File: src/rtl/vga_image_reader.sv
// VGA scan timing generator and image-ROM reader: produces 640x480 sync/enable timing and
// fetches a low-resolution stored image, upscaled by pixel replication, with a fixed 2-clk pipeline.
module vga_image_reader #(
    parameter int H_ACTIVE    = 640,
    parameter int H_FP        = 16,
    parameter int H_SYNC      = 96,
    parameter int H_BP        = 48,
    parameter int V_ACTIVE    = 480,
    parameter int V_FP        = 10,
    parameter int V_SYNC      = 2,
    parameter int V_BP        = 33,
    parameter int IMG_W       = 80,
    parameter int IMG_H       = 60,
    parameter int SCALE_SHIFT = 3,
    parameter int ADDR_WIDTH  = 13,
    parameter int DATA_WIDTH  = 24
) (
    input  logic                  clk,
    input  logic                  rst,
    input  logic                  pix_en,
    output logic [ADDR_WIDTH-1:0] rom_addr,
    input  logic [DATA_WIDTH-1:0] rom_rdata,
    output logic                  hsync,
    output logic                  vsync,
    output logic                  de,
    output logic [DATA_WIDTH-1:0] rgb,
    output logic                  frame_start
);

    localparam int H_TOTAL = H_ACTIVE + H_FP + H_SYNC + H_BP;
    localparam int V_TOTAL = V_ACTIVE + V_FP + V_SYNC + V_BP;
    localparam int HW      = $clog2(H_TOTAL);
    localparam int VW      = $clog2(V_TOTAL);

    localparam logic [HW-1:0] H_LAST   = HW'(H_TOTAL - 1);
    localparam logic [HW-1:0] H_ACT    = HW'(H_ACTIVE);
    localparam logic [HW-1:0] HS_BEG   = HW'(H_ACTIVE + H_FP);
    localparam logic [HW-1:0] HS_END   = HW'(H_ACTIVE + H_FP + H_SYNC - 1);
    localparam logic [HW-1:0] IMG_W_H  = HW'(IMG_W);
    localparam logic [VW-1:0] V_LAST   = VW'(V_TOTAL - 1);
    localparam logic [VW-1:0] V_ACT    = VW'(V_ACTIVE);
    localparam logic [VW-1:0] VS_BEG   = VW'(V_ACTIVE + V_FP);
    localparam logic [VW-1:0] VS_END   = VW'(V_ACTIVE + V_FP + V_SYNC - 1);
    localparam logic [VW-1:0] IMG_H_V  = VW'(IMG_H);
    localparam logic [ADDR_WIDTH-1:0] IMG_W_A = ADDR_WIDTH'(IMG_W);

    logic [HW-1:0] h_cnt;
    logic [VW-1:0] v_cnt;
    logic          stepped;

    logic                  active, in_img, hs_on, vs_on;
    logic [ADDR_WIDTH-1:0] col_idx, row_idx, addr_next;

    logic act1, vis1, hs1, vs1, fs1;

    // stepped marks the clk right after a counter advance, so frame_start fires once per frame
    // even when pix_en strobes slowly and (0,0) is held for several clks.
    always_ff @(posedge clk or posedge rst) begin
        if (rst) begin
            h_cnt   <= '0;
            v_cnt   <= '0;
            stepped <= 1'b0;
        end else begin
            stepped <= pix_en;
            if (pix_en) begin
                if (h_cnt == H_LAST) begin
                    h_cnt <= '0;
                    v_cnt <= (v_cnt == V_LAST) ? '0 : v_cnt + 1'b1;
                end else begin
                    h_cnt <= h_cnt + 1'b1;
                end
            end
        end
    end

    always_comb begin
        col_idx   = ADDR_WIDTH'(h_cnt >> SCALE_SHIFT);
        row_idx   = ADDR_WIDTH'(v_cnt >> SCALE_SHIFT);
        active    = (h_cnt < H_ACT) && (v_cnt < V_ACT);
        in_img    = ((h_cnt >> SCALE_SHIFT) < IMG_W_H) && ((v_cnt >> SCALE_SHIFT) < IMG_H_V);
        hs_on     = (h_cnt >= HS_BEG) && (h_cnt <= HS_END);
        vs_on     = (v_cnt >= VS_BEG) && (v_cnt <= VS_END);
        addr_next = '0;
        if (active && in_img) begin
            addr_next = row_idx * IMG_W_A + col_idx;
        end
    end

    always_ff @(posedge clk or posedge rst) begin
        if (rst) begin
            act1     <= 1'b0;
            vis1     <= 1'b0;
            hs1      <= 1'b1;
            vs1      <= 1'b1;
            fs1      <= 1'b0;
            rom_addr <= '0;
        end else begin
            act1     <= active;
            vis1     <= active && in_img;
            hs1      <= !hs_on;
            vs1      <= !vs_on;
            fs1      <= (h_cnt == '0) && (v_cnt == '0) && stepped;
            rom_addr <= addr_next;
        end
    end

    // Second stage lines up with the ROM's one-clk read latency.
    always_ff @(posedge clk or posedge rst) begin
        if (rst) begin
            de          <= 1'b0;
            hsync       <= 1'b1;
            vsync       <= 1'b1;
            frame_start <= 1'b0;
            rgb         <= '0;
        end else begin
            de          <= act1;
            hsync       <= hs1;
            vsync       <= vs1;
            frame_start <= fs1;
            rgb         <= vis1 ? rom_rdata : '0;
        end
    end

endmodule

File: config.mk
export PLATFORM = sky130hd
export DESIGN_NAME = vga_image_reader
export DESIGN_NICKNAME = d
export VERILOG_FILES = /design/src/rtl/vga_image_reader.sv
export SDC_FILE = /design/constraint.sdc
export NUM_CORES = 1
export LEC_CHECK = 0
export ABC_AREA = 1
export BUFFER_PORTS_ARGS = -buffer_cell sky130_fd_sc_hd__buf_2
export CAP_MARGIN = 20
export CORE_UTILIZATION = 50
export CTS_CLUSTER_SIZE = 10
export DETAILED_ROUTE_END_ITERATION = 10
export PLACE_DENSITY = 0.74
export REMOVE_ABC_BUFFERS = 1
export SLEW_MARGIN = 40
export SYNTH_ARGS = -nofsm -noshare
export SYNTH_HDL_FRONTEND = slang
export SYNTH_SLANG_ARGS = --single-unit
File: constraint.sdc
create_clock -name clk -period 4.5 [get_ports clk]
set_input_delay 1.35 -clock clk [delete_from_list [all_inputs] [get_ports clk]]
set_output_delay 1.35 -clock clk [all_outputs]
set_load 0.01 [all_outputs]
==> metrics.txt <==
vias in the first global route=2358; Worst path max stage delay=480 ps; asr flop ratio synth=100%; Antenna diodes=0; internal power=1.11 mW; GPL Wtd Cong=0.887; Reg2Reg Launch Point=v_cnt[4]; RSZ-0062 raised after global routing=false; Post-DP Area=3540 um2; f_max=0.431 GHz; post-route insts no fill=508; Max IR drop VDD=247 uV; PwrDens=422 nW/um2; Die W=81.3 um; routed vias=2502; Seq/Total Area, Yosys=52.7%; CP arrival=2540 ps; combinational power share=20.2%; Total Routing Usage GR=19.7%; status=finished clean; final-report hold violation count=0; Die ar.=6600 um2; Worst path top cell family by delay=adder cells; Congestion Overflow GR=0; commonest non-fill, non-tap cells in the layout=nand2_1, buf_2, inv_1, dfrtp_1, nor2_1; CP Capture Type=flop; hold_sp=fs1; Seq cells post-synth=66; Layout area overhead=19.2%; R2R setup slack=2180 ps; Final #Nets=475; Synth Area per Inst=8.83 um2; worst-skew pair later-pin latency=340 ps; Final Skew=11.7 ps; Startpoint Class=flop; Distinct cells, synth=31; die height=81.3 um; CP bufs+invs=0; final WL=5840 um; critical path class=reg2reg; start point of the critical path=v_cnt[4]; initial antenna violation count=0; Leakage Power=2.06 nW; final setup violation count=0; CP Cell Sequence=ha_1 -> ha_1 -> fa_1 -> or2_2 -> nand3_1 -> nor2_1 -> nand3_1 -> nand2_1 -> nand2_1 -> nor2_1; detailed-route wire length per cell=11.5 um; share of layout cells above drive strength 1=22.4%; Initial DRC Count=101; largest fanout on the critical path=8; CP max stage cell=dfrtp_1; CTS tree=yes; # hold bufs at CTS=0; relative slew slack=49.7%; commonest non-fill, non-tap cell in the layout=nand2_1; Rows=28; # placed instances=493; Core ar.=5990 um2; CTS buffer count=9; Switch Pwr=0.469 mW; Sw Ratio=29.7%; first-pass GRT wire length=9630 um; CTS Sinks=66; Post-synth EDFFs=0; maxcap violations=0; remaining antenna violation count=0; Worst-Margin Slew=754 ps; HPWL after DPL=4350 um; Final Cell Area=3740 um2; largest net degree at the start of global routing=38; post-CTS setup buffers=0; Clk pwr share=31.9%; fin crit share=51.6%; vias per cell=4.93; YS warnings=0; post-CTS sizing=0; synthesized area=3140 um2; Slew Limit Fails=0; top_reg_cell synth=dfrtp_1; port bufs=67; clock period minus worst slack=2320 ps; clk slew on worst S/H paths=70 ps; Syn Inst Count=356; sequential fraction of design power=47.8%; CTS max path bufs=2; Initial Util=52.4%; DRC Markers=0; IO Pins=68; drt pass-1 iters=4; # H-tree levels=3; CTS root buffer=clkbuf_8; Worst Hold Class=reg2reg; CP required=4720 ps; setup TNS=0 ps
[area by class of cell]
| type | instances | area (um2) |
|---|---|---|
| Clock buffer | 13 | 169 |
| Sequential cell | 66 | 1660 |
| Tap cell | 75 | 93.8 |
| Inverter | 68 | 256 |
| Fill cell | 523 | 2250 |
| Multi-Input combinational cell | 216 | 1190 |
| Timing Repair Buffer | 68 | 343 |
| Clock inverter | 2 | 35.0 |
[sequential cells by signal, indices dropped and copies added (netlist names)]
name / cells
v_cnt: 10
hsync: 1
hs1: 1
rom_addr: 13
act1: 1
stepped: 1
h_cnt: 10
frame_start: 1
rgb: 24
vs1: 1
vsync: 1
fs1: 1
de: 1
[worst paths after layout]
path                       cells past startpoint           end
setup / recovery                              10  rom_addr[12]
hold / removal                                 0   frame_start
setup reg to reg                              10  rom_addr[12]
hold reg to reg                                0   frame_start
max in group asynchronous                      3           vs1
min in group asynchronous                      2        rgb[6]
[kinds of logic after synthesis]
family,count (synthesis),share of synthesized area [%]
adders and majority gates,19,8.04
buffers and inverters,74,9.40
AOI/OAI and AO/OA,24,3.98
xor gates and xnor gates,9,2.51
and+or+nand+nor,164,23.3
DFF,66,52.7
[power groups by stage]
stage / registers, mW / clock network, mW / logic [mW]
floorplan: 0.782 / 0 / 0.182
global placement: 0.763 / 0 / 0.311
detailed placement: 0.765 / 0 / 0.323
CTS: 0.755 / 0.517 / 0.324
global route: 0.765 / 0.545 / 0.367
finish: 0.755 / 0.504 / 0.320
[stage by stage]
step	total power [mW]	hold slack [ps]	util [%]	setup slack [ps]
2_1_floorplan	0.964	331	-	1500
3_3_place_gp	1.07	334	59.1	2080
3_5_place_dp	1.09	339	59.1	2050
4_1_cts	1.60	353	62.5	2170
5_1_grt	1.68	359	62.5	2050
6_report	1.58	350	62.5	2180
[cell usage after synthesis, types with 2 or more instances]
library cell  instances  area (um2)
nor2_1               33         124
nand3_1              26         130
inv_1                65         244
dfstp_2               4         105
nand2_1              76         285
nand4_1              10        62.6
ha_1                 17         213
xor2_1                8        70.1
o21ai_0              16        80.1
nor4_1                3        18.8
a31oi_1               2        12.5
nor3_1                6        30.0
fa_1                  2        40.0
nand3_2               2        20.0
a21oi_1               5        25.0
dfrtp_1              62        1550
clkbuf_1              2        7.51
inv_2                 2        7.51
nand3b_1              2        15.0
buf_4                 2        15.0
[per-layer routing]
metal	part of all wire [%]	vias to the layer above	global-route usage [%]
li1	-	1254	-
met1	42	1144	21.3
met4	2.0	0	10.2
met2	49	92	34.9
met5	0	-	0
met3	6.6	12	5.51
Note: power is estimated with default switching activity, not from simulation.
